$ cat config.mk
export PLATFORM = sky130hd
export DESIGN_NAME = mem_master_flat
export DESIGN_NICKNAME = d
export VERILOG_FILES = /design/src/rtl/mem_if_pkg.sv /design/src/rtl/mem_master_if.sv /design/src/rtl/mem_master.sv /design/src/flat_wrapper.sv
export SDC_FILE = /design/constraint.sdc
export NUM_CORES = 1
export LEC_CHECK = 0
export BUFFER_PORTS_ARGS = -buffer_cell sky130_fd_sc_hd__clkbuf_2
export CORE_ASPECT_RATIO = 1.75
export CORE_MARGIN = 2
export CORE_UTILIZATION = 54
export CTS_CLUSTER_SIZE = 30
export DETAILED_ROUTE_END_ITERATION = 8
export PLACE_DENSITY = 0.84
export SETUP_SLACK_MARGIN = 0.3
export SKIP_CTS_REPAIR_TIMING = 1
export SKIP_LAST_GASP = 1
export SLEW_MARGIN = 25
export SYNTH_ARGS = -nofsm -noshare
export SYNTH_HDL_FRONTEND = slang
export SYNTH_SLANG_ARGS = --single-unit
export TNS_END_PERCENT = 100
$ cat constraint.sdc
create_clock -name clk -period 3.2 [get_ports clk]
set_input_delay 0.32 -clock clk [delete_from_list [all_inputs] [get_ports clk]]
set_output_delay 0.32 -clock clk [all_outputs]
set_load 0.1 [all_outputs]
$ cat src/rtl/mem_if_pkg.sv
// Shared constants, state encoding and request payload for the start/ready memory port.
package mem_if_pkg;

  localparam int unsigned AW          = 9;
  localparam int unsigned DW          = 16;
  localparam int unsigned TIMEOUT_DEF = 15;

  typedef enum logic [1:0] {
    IDLE  = 2'd0,
    ISSUE = 2'd1,
    WAIT  = 2'd2,
    RESP  = 2'd3
  } state_t;

  typedef struct packed {
    logic          rwn;
    logic [AW-1:0] addr;
    logic [DW-1:0] wdata;
  } mem_req_t;

endpackage

$ cat src/rtl/mem_master_if.sv
// Memory-side start/ready handshake between mem_master (initiator) and mem (responder).
interface mem_master_if;
  import mem_if_pkg::*;

  logic          m_start;
  logic          m_rwn;
  logic [AW-1:0] m_address;
  logic [DW-1:0] m_wdata;
  logic [DW-1:0] m_rdata;
  logic          m_ready;

  modport master (
    output m_start, m_rwn, m_address, m_wdata,
    input  m_rdata, m_ready
  );

  modport slave (
    input  m_start, m_rwn, m_address, m_wdata,
    output m_rdata, m_ready
  );

endinterface

$ cat src/rtl/mem_master.sv
// Serialises data-port and two-word instruction-fetch requests onto the single memory port,
// with fixed data-over-fetch priority and a WAIT timeout that completes the request with err.
module mem_master
  import mem_if_pkg::*;
#(
  parameter int unsigned TIMEOUT = TIMEOUT_DEF
) (
  input  logic            clk,
  input  logic            reset_n,
  input  logic            d_req,
  input  logic            d_we,
  input  logic [AW-1:0]   d_addr,
  input  logic [DW-1:0]   d_wdata,
  output logic [DW-1:0]   d_rdata,
  output logic            d_done,
  input  logic            if_req,
  input  logic [AW-1:0]   if_addr,
  output logic [2*DW-1:0] if_rdata,
  output logic            if_done,
  output logic            err,
  mem_master_if.master    m
);

  localparam int unsigned CW = $clog2(TIMEOUT + 1);

  state_t          r_state;
  state_t          w_state_next;
  logic            w_latch;
  logic            w_next_word;
  logic            w_finish;
  logic            w_timeout;

  mem_req_t        r_req;
  logic            r_fetch;
  logic            r_second;
  logic [CW-1:0]   r_cnt;
  logic            r_start;
  logic [DW-1:0]   r_word0;
  logic [DW-1:0]   r_d_rdata;
  logic [2*DW-1:0] r_if_rdata;
  logic            r_d_done;
  logic            r_if_done;
  logic            r_err;

  always_ff @(posedge clk or negedge reset_n) begin
    if (!reset_n) r_state <= IDLE;
    else          r_state <= w_state_next;
  end

  // Next state plus one-cycle strobes that steer the datapath registers.
  always_comb begin
    w_state_next = r_state;
    w_latch      = 1'b0;
    w_next_word  = 1'b0;
    w_finish     = 1'b0;
    w_timeout    = 1'b0;
    case (r_state)
      IDLE: begin
        if (m.m_ready && (d_req || if_req)) begin
          w_latch      = 1'b1;
          w_state_next = ISSUE;
        end
      end
      ISSUE: w_state_next = WAIT;
      WAIT: begin
        if (m.m_ready) begin
          if (r_fetch && !r_second) begin
            w_next_word  = 1'b1;
            w_state_next = ISSUE;
          end else begin
            w_finish     = 1'b1;
            w_state_next = RESP;
          end
        end else if (r_cnt == CW'(TIMEOUT - 1)) begin
          w_timeout    = 1'b1;
          w_state_next = RESP;
        end
      end
      RESP:    w_state_next = IDLE;
      default: w_state_next = IDLE;
    endcase
  end

  always_ff @(posedge clk or negedge reset_n) begin
    if (!reset_n) begin
      r_req      <= '{rwn: 1'b1, addr: '0, wdata: '0};
      r_fetch    <= 1'b0;
      r_second   <= 1'b0;
      r_cnt      <= '0;
      r_start    <= 1'b0;
      r_word0    <= '0;
      r_d_rdata  <= '0;
      r_if_rdata <= '0;
      r_d_done   <= 1'b0;
      r_if_done  <= 1'b0;
      r_err      <= 1'b0;
    end else begin
      r_start   <= (w_state_next == ISSUE);
      r_d_done  <= 1'b0;
      r_if_done <= 1'b0;
      r_err     <= 1'b0;

      // Data wins over fetch; the losing fetch is picked up in a later IDLE.
      if (w_latch) begin
        r_fetch  <= !d_req;
        r_second <= 1'b0;
        if (d_req) r_req <= '{rwn: !d_we, addr: d_addr, wdata: d_wdata};
        else       r_req <= '{rwn: 1'b1, addr: if_addr, wdata: '0};
      end

      if (r_state == ISSUE)     r_cnt <= '0;
      else if (r_state == WAIT) r_cnt <= r_cnt + CW'(1);

      // Opcode word is staged so if_rdata only changes when the whole fetch completes.
      if (w_next_word) begin
        r_word0    <= m.m_rdata;
        r_second   <= 1'b1;
        r_req.addr <= r_req.addr + AW'(1);
      end

      if (w_finish || w_timeout) begin
        r_err <= w_timeout;
        if (r_fetch) begin
          r_if_done  <= 1'b1;
          r_if_rdata <= w_timeout ? '0 : {r_word0, m.m_rdata};
        end else begin
          r_d_done <= 1'b1;
          if (r_req.rwn) r_d_rdata <= w_timeout ? '0 : m.m_rdata;
        end
      end
    end
  end

  assign m.m_start   = r_start;
  assign m.m_rwn     = r_req.rwn;
  assign m.m_address = r_req.addr;
  assign m.m_wdata   = r_req.wdata;

  assign d_rdata  = r_d_rdata;
  assign d_done   = r_d_done;
  assign if_rdata = r_if_rdata;
  assign if_done  = r_if_done;
  assign err      = r_err;

endmodule

$ cat src/flat_wrapper.sv
// flat-port wrapper written by rule: the top's interface ports become plain ports
module mem_master_flat import mem_if_pkg::*;
#(
  parameter int unsigned TIMEOUT = TIMEOUT_DEF
)
  (clk, reset_n, d_req, d_we, d_addr, d_wdata, d_rdata, d_done, if_req, if_addr, if_rdata, if_done, err, m_m_start, m_m_rwn, m_m_address, m_m_wdata, m_m_rdata, m_m_ready);
  mem_master_if m_i ();
  input  logic clk;
  input  logic reset_n;
  input  logic d_req;
  input  logic d_we;
  input  logic [AW-1:0] d_addr;
  input  logic [DW-1:0] d_wdata;
  output logic [DW-1:0] d_rdata;
  output logic d_done;
  input  logic if_req;
  input  logic [AW-1:0] if_addr;
  output logic [2*DW-1:0] if_rdata;
  output logic if_done;
  output logic err;
  output wire logic [$bits(m_i.m_start)-1:0] m_m_start;
  output wire logic [$bits(m_i.m_rwn)-1:0] m_m_rwn;
  output wire logic [$bits(m_i.m_address)-1:0] m_m_address;
  output wire logic [$bits(m_i.m_wdata)-1:0] m_m_wdata;
  input wire logic [$bits(m_i.m_rdata)-1:0] m_m_rdata;
  input wire logic [$bits(m_i.m_ready)-1:0] m_m_ready;
  assign m_m_start = m_i.m_start;
  assign m_m_rwn = m_i.m_rwn;
  assign m_m_address = m_i.m_address;
  assign m_m_wdata = m_i.m_wdata;
  assign m_i.m_rdata = m_m_rdata;
  assign m_i.m_ready = m_m_ready;
  mem_master #(.TIMEOUT(TIMEOUT)) u_core (.clk(clk), .reset_n(reset_n), .d_req(d_req), .d_we(d_we), .d_addr(d_addr), .d_wdata(d_wdata), .d_rdata(d_rdata), .d_done(d_done), .if_req(if_req), .if_addr(if_addr), .if_rdata(if_rdata), .if_done(if_done), .err(err), .m(m_i));
endmodule
After elaboration in Yosys (flattened, before gate mapping). Cells that the tools add are included.

Register bits after elaboration: 102. Bits in latches: 0. Bits in writable memories: 0. Bits in read-only memories: 0. Input bits: 56. Output and inout port bits: 78. Word-level logic and storage cells: 64. Memories kept: 0.

Add/sub/neg operators: 2. $mul: 0. Divide/modulo/power cells: 0. Order comparisons: 0. Equality and inequality tests: 5. Shift-type cells: 0. Muxes and demuxes: 30. Bitwise logic cells: 1. Reductions and logical operators: 12.

Operators by type and width (number): 2-to-1 mux 32 bit (1); 2-to-1 mux 26 bit (1); 2-to-1 mux 25 bit (1); 2-to-1 mux 1 bit (18); 2-to-1 mux 16 bit (1); adder 9 x 1 -> 9 bit (second input constant) (1); 2-to-1 mux 9 bit (1); 2-to-1 mux 2 bit (4); 2-to-1 mux 4 bit (2); one-hot mux 2 bit (4 select lines) (1); adder 4 x 1 -> 4 bit (second input constant) (1); equality test 2 x 1 -> 1 bit (second input constant) (2); equality test 2 bit (second input constant) (2); equality test 4 bit (second input constant) (1); nonzero test 2 bit (2); logical NOT 1 bit (3); AND reduction 3 bit (1); logical AND 1 bit (2); logical NOT 2 bit (1); logical OR 1 bit (2); AND reduction 2 bit (1); NOT 1 bit (1).

Depth between registers and ports, before layout.
Depth after elaboration: 7. Mapped depth: 8. Depth with buffers taken out: 6.

Worst setup path after synthesis. Ideal clock, no wire load.

Path kind: register -> register. From: register u_core.r_req (netlist bit u_core.m.m_address[0]). To: register u_core.r_req (netlist bit u_core.m.m_address[6]). Library setup time: 0.100 ns. Data arrival time: 1.883 ns. Required time: 3.100 ns. Slack: 1.218 ns. Cell stages (with the launch flop): 6. Path buffers: 0. Clock period less this slack: 1.982 ns. Path through: dfrtp_1 ha_1 nand2_1 o21ai_0 a21oi_1 a311oi_1.

Longest elaborated chain between the ends: 2.

Ends and longest elaborated chain: start, declared (line mem_master.sv:33) `mem_req_t r_req;`; start signal, assigned (line mem_master.sv:86) `r_req <= '{rwn: 1'b1, addr: '0, wdata: '0};`; start signal, assigned (line mem_master.sv:107) `if (d_req) r_req <= '{rwn: !d_we, addr: d_addr, wdata: d_wdata};`; start signal, assigned (line mem_master.sv:108) `else r_req <= '{rwn: 1'b1, addr: if_addr, wdata: '0};`; adder 9 x 1 -> 9 bit (line mem_master.sv:118) `r_req.addr <= r_req.addr + AW'(1);`; 2-to-1 mux 9 bit (line mem_master.sv:115) `if (w_next_word) begin`.

No other way between the ends. A chain may end at the register's enable or synchronous reset.

Worst setup path in the final report.
From: register u_core.r_state[0]. To: register u_core.r_req (netlist bit u_core.m.m_address[8]).

Longest elaborated chain between the ends: 3. Elaborated cells between the ends (all ways): 6. Those cells by class: eq/ne (1); mux (3); reduce/logical (2).

Ends and longest elaborated chain: start, declared (line mem_master.sv:26) `state_t r_state;`; start signal, assigned (line mem_master.sv:47) `else r_state <= w_state_next;`; equality test 2 bit or logical NOT 2 bit (tied branches) (line mem_master.sv:57) `case (r_state)`; 2-to-1 mux 1 bit (line mem_master.sv:57); 2-to-1 mux 9 bit or nonzero test 2 bit (tied branches).

Several ways; a longest one is shown, not always the timed one.

==> flow_summary.ini <==
[cts]
cts_buffer_depth = 2
cts_made_buffers = 9
clock_latency_ps = 340
path_clk_slew_ps = 60
htreeDepth = 3
clock_sinks = 102
cts_tree = yes
ctsRootBufferMaster = clkbuf_16

[finish]
num-nets-final = 574
nFillCells = 594
antennaDiodeCount = 0
drive_gt1_share_pct = 32.0
syn2layout_area_growth_pct = 24.3

[worst_setup_path]
start_kind = flop
crit_arrival_ps = 2340
worstSetupPathType = reg2reg
rr_worst_depth = 6
cp-end-kind = flop
cp_cell_sequence = inv_1, ha_1, o211ai_1, nand2b_1, a211oi_1, a311oi_1
required_ps = 3390
slowest_stage = o211ai_1
cp_max_fo = 13
cp_slowest_stage_delay_ps = 410
ff2ff_setup_slack_ps = 1050

[hold_path]
hp-class = in2async

[global_routing]
grt_pass1_vias = 3384
grt_max_degree = 91
antenna_found_initial = 0
track_usage_pct = 24.1
grtUsageMet2_pct = 41.3
grt_overflow_total = 0
gr-usage-met1_pct = 29.7
grtUsageMet3_pct = 5.17
busiest_layer = met2
grt_pass1_wl_mm = 16.2

[die]
die_y_um = 120
start_util_pct = 55.3
rows = 42
dieArea_sq_mm = 0.00850
die_w_um = 70.6
coreArea_sq_mm = 0.00757
ios = 134

[sta]
worst_slew_pin_slew_ps = 924
min_period_over_period_pct = 67.2
min_period_ps = 2150
rsz0062_at_grt = no
hold_violations = 0
slew_viol_final = 0
totalNegativeSetupSlack_ps = 0
relSlewSlack_pct = 38.2
fin_skew_ps = 5.60
report.final.setup_viol = 0
fmax_mhz = 465

[synth]
synth.net_count = 444
async_flop_share_pct = 100
synth.most_common_cell = dfrtp_1
synthCells = 382
postSynthAreaPerCell_sq_um = 11.0
synth_enable_flop_cells = 0
synth_commonest_cells = 101 x dfrtp_1, 94 x nand2_1, 48 x a22o_1, 23 x o21ai_0, 14 x nor2_1
yosys.area.top_type = dfrtp_1
yosysTopAreaCellShare_pct = 60.4
yosysUniqueCellTypes = 38
mappedNetlistArea_sq_mm = 0.00419
yosysWarnings = 0
ys.flop_type = dfrtp_1
synth_area_leaders = dfrtp_1 60%, a22o_1 10%, nand2_1 8.4%
yosys_register_bits = 102
ys_seq_area_share_pct = 61.0

[run]
maxCapViolations = 0

[detailed_routing]
postRouteWirelength_mm = 9.57
drt-pass1-iter-count = 5
routed_via_density = 5.64
drtIter0Drc = 306
drc = 0
num_vias = 3406
wl_per_cell_um = 15.8
antenna_left = 0

[placement]
gp_congestion = 0.795
dpl.hpwl_mm = 6.83
io_buffers = 133

[status]
status = complete, no violations
-- cell families (layout without fill, tap and decap cells) --
| family | Yosys count | count (layout) | synth area share [%] |
|---|---|---|---|
| buf+inv | 31 | 165 | 3.71 |
| compound gates | 104 | 104 | 18.2 |
| simple gates | 132 | 132 | 13.5 |
| flops | 102 | 102 | 61.0 |
| mux | 7 | 7 | 1.79 |
| fa+ha+maj | 6 | 6 | 1.79 |
-- path summary, 6_finish.rpt --
| path | to | from |
|---|---|---|
| setup / recovery | u_core.m.m_address[8] | u_core.r_state[0] |
| max in group asynchronous | u_core.m.m_wdata[13] | reset_n |
| hold reg to reg | u_core.r_word0[7] | u_core.r_word0[7] |
| min in group clk | u_core.m.m_wdata[4] | d_wdata[4] |
| setup reg to reg | u_core.m.m_address[8] | u_core.r_state[0] |
| hold / removal | u_core.m.m_wdata[3] | reset_n |
-- worst max-delay path, delay by kind of cell (launching register included) --
family | cells | cell delay (ps)
buffers and inverters | 1 | 120
AO/OA/AOI/OAI | 3 | 800
AND/OR/NAND/NOR | 1 | 400
adder cells (fa/ha/maj) | 1 | 280
flip-flops | 1 | 400
-- layer usage --
layer  part of all wire, %  wire [um]
met5                     0          0
met4                   1.8        177
met3                   5.6        539
met2                    53       5060
met1                    40       3800
-- state kept, by name, indices dropped and copies added (netlist names) --
| name | cells |
|---|---|
| u_core.m.m_wdata | 16 |
| u_core.err | 1 |
| u_core.r_state | 2 |
| u_core.r_cnt | 4 |
| u_core.d_rdata | 16 |
| u_core.m.m_address | 9 |
| u_core.if_done | 1 |
| u_core.if_rdata | 32 |
| u_core.d_done | 1 |
| u_core.m.m_start | 1 |
| u_core.r_second | 1 |
| u_core.r_word0 | 16 |
| u_core.r_fetch | 1 |
| u_core.m.m_rwn | 1 |
-- cell type report --
class	count	area, sq um	area share (%)
clock buffer	12	246	4.74
clock inverter	3	45.0	0.865
inverter	8	30.0	0.577
multi-input combinational	249	1480	28.4
sequential	102	2550	49.1
tap	88	110	2.12
timing repair buffer	142	739	14.2
-- stage by stage --
stage | hold slack, ps | instance area (sq um) | cells | utilization (%) | setup WS, ps
detailed placement | 439 | 4910 | 589 | 64.9 | 1100
global placement | 457 | 4910 | 589 | 64.9 | 1280
CTS | 75.9 | 5200 | 604 | 68.8 | 1060
floorplan | 24.4 | 4190 | 382 | - | 1220
finish | 14.2 | 5200 | 604 | 68.8 | 1050
global route | 95.0 | 5200 | 604 | 68.8 | 833
-- cell usage in the layout, fill, tap and decap left out, types with 2 or more instances in the layout --
master | synthesis | layout
a22o_1 | 48 | 48
clkbuf_16 | 0 | 9
nand2b_1 | 3 | 3
clkbuf_2 | 0 | 132
nand2_1 | 94 | 94
clkbuf_1 | 12 | 2
ha_1 | 6 | 6
o21ai_0 | 23 | 23
mux2i_1 | 3 | 3
a211oi_1 | 5 | 5
o22ai_1 | 4 | 4
or2_1 | 2 | 2
inv_1 | 8 | 8
nor2b_1 | 4 | 4
a21oi_1 | 9 | 9
nor2_1 | 14 | 13
mux2_2 | 4 | 4
nand3_1 | 6 | 6
o211ai_1 | 3 | 3
a311oi_1 | 4 | 4
buf_4 | 0 | 9
o21ai_1 | 2 | 2
dfrtp_1 | 101 | 101
clkinvlp_4 | 0 | 2
Power is left out: the tool's default activity adds up to more than one toggle a clock period on the data nets, which glitch-free logic cannot reach.
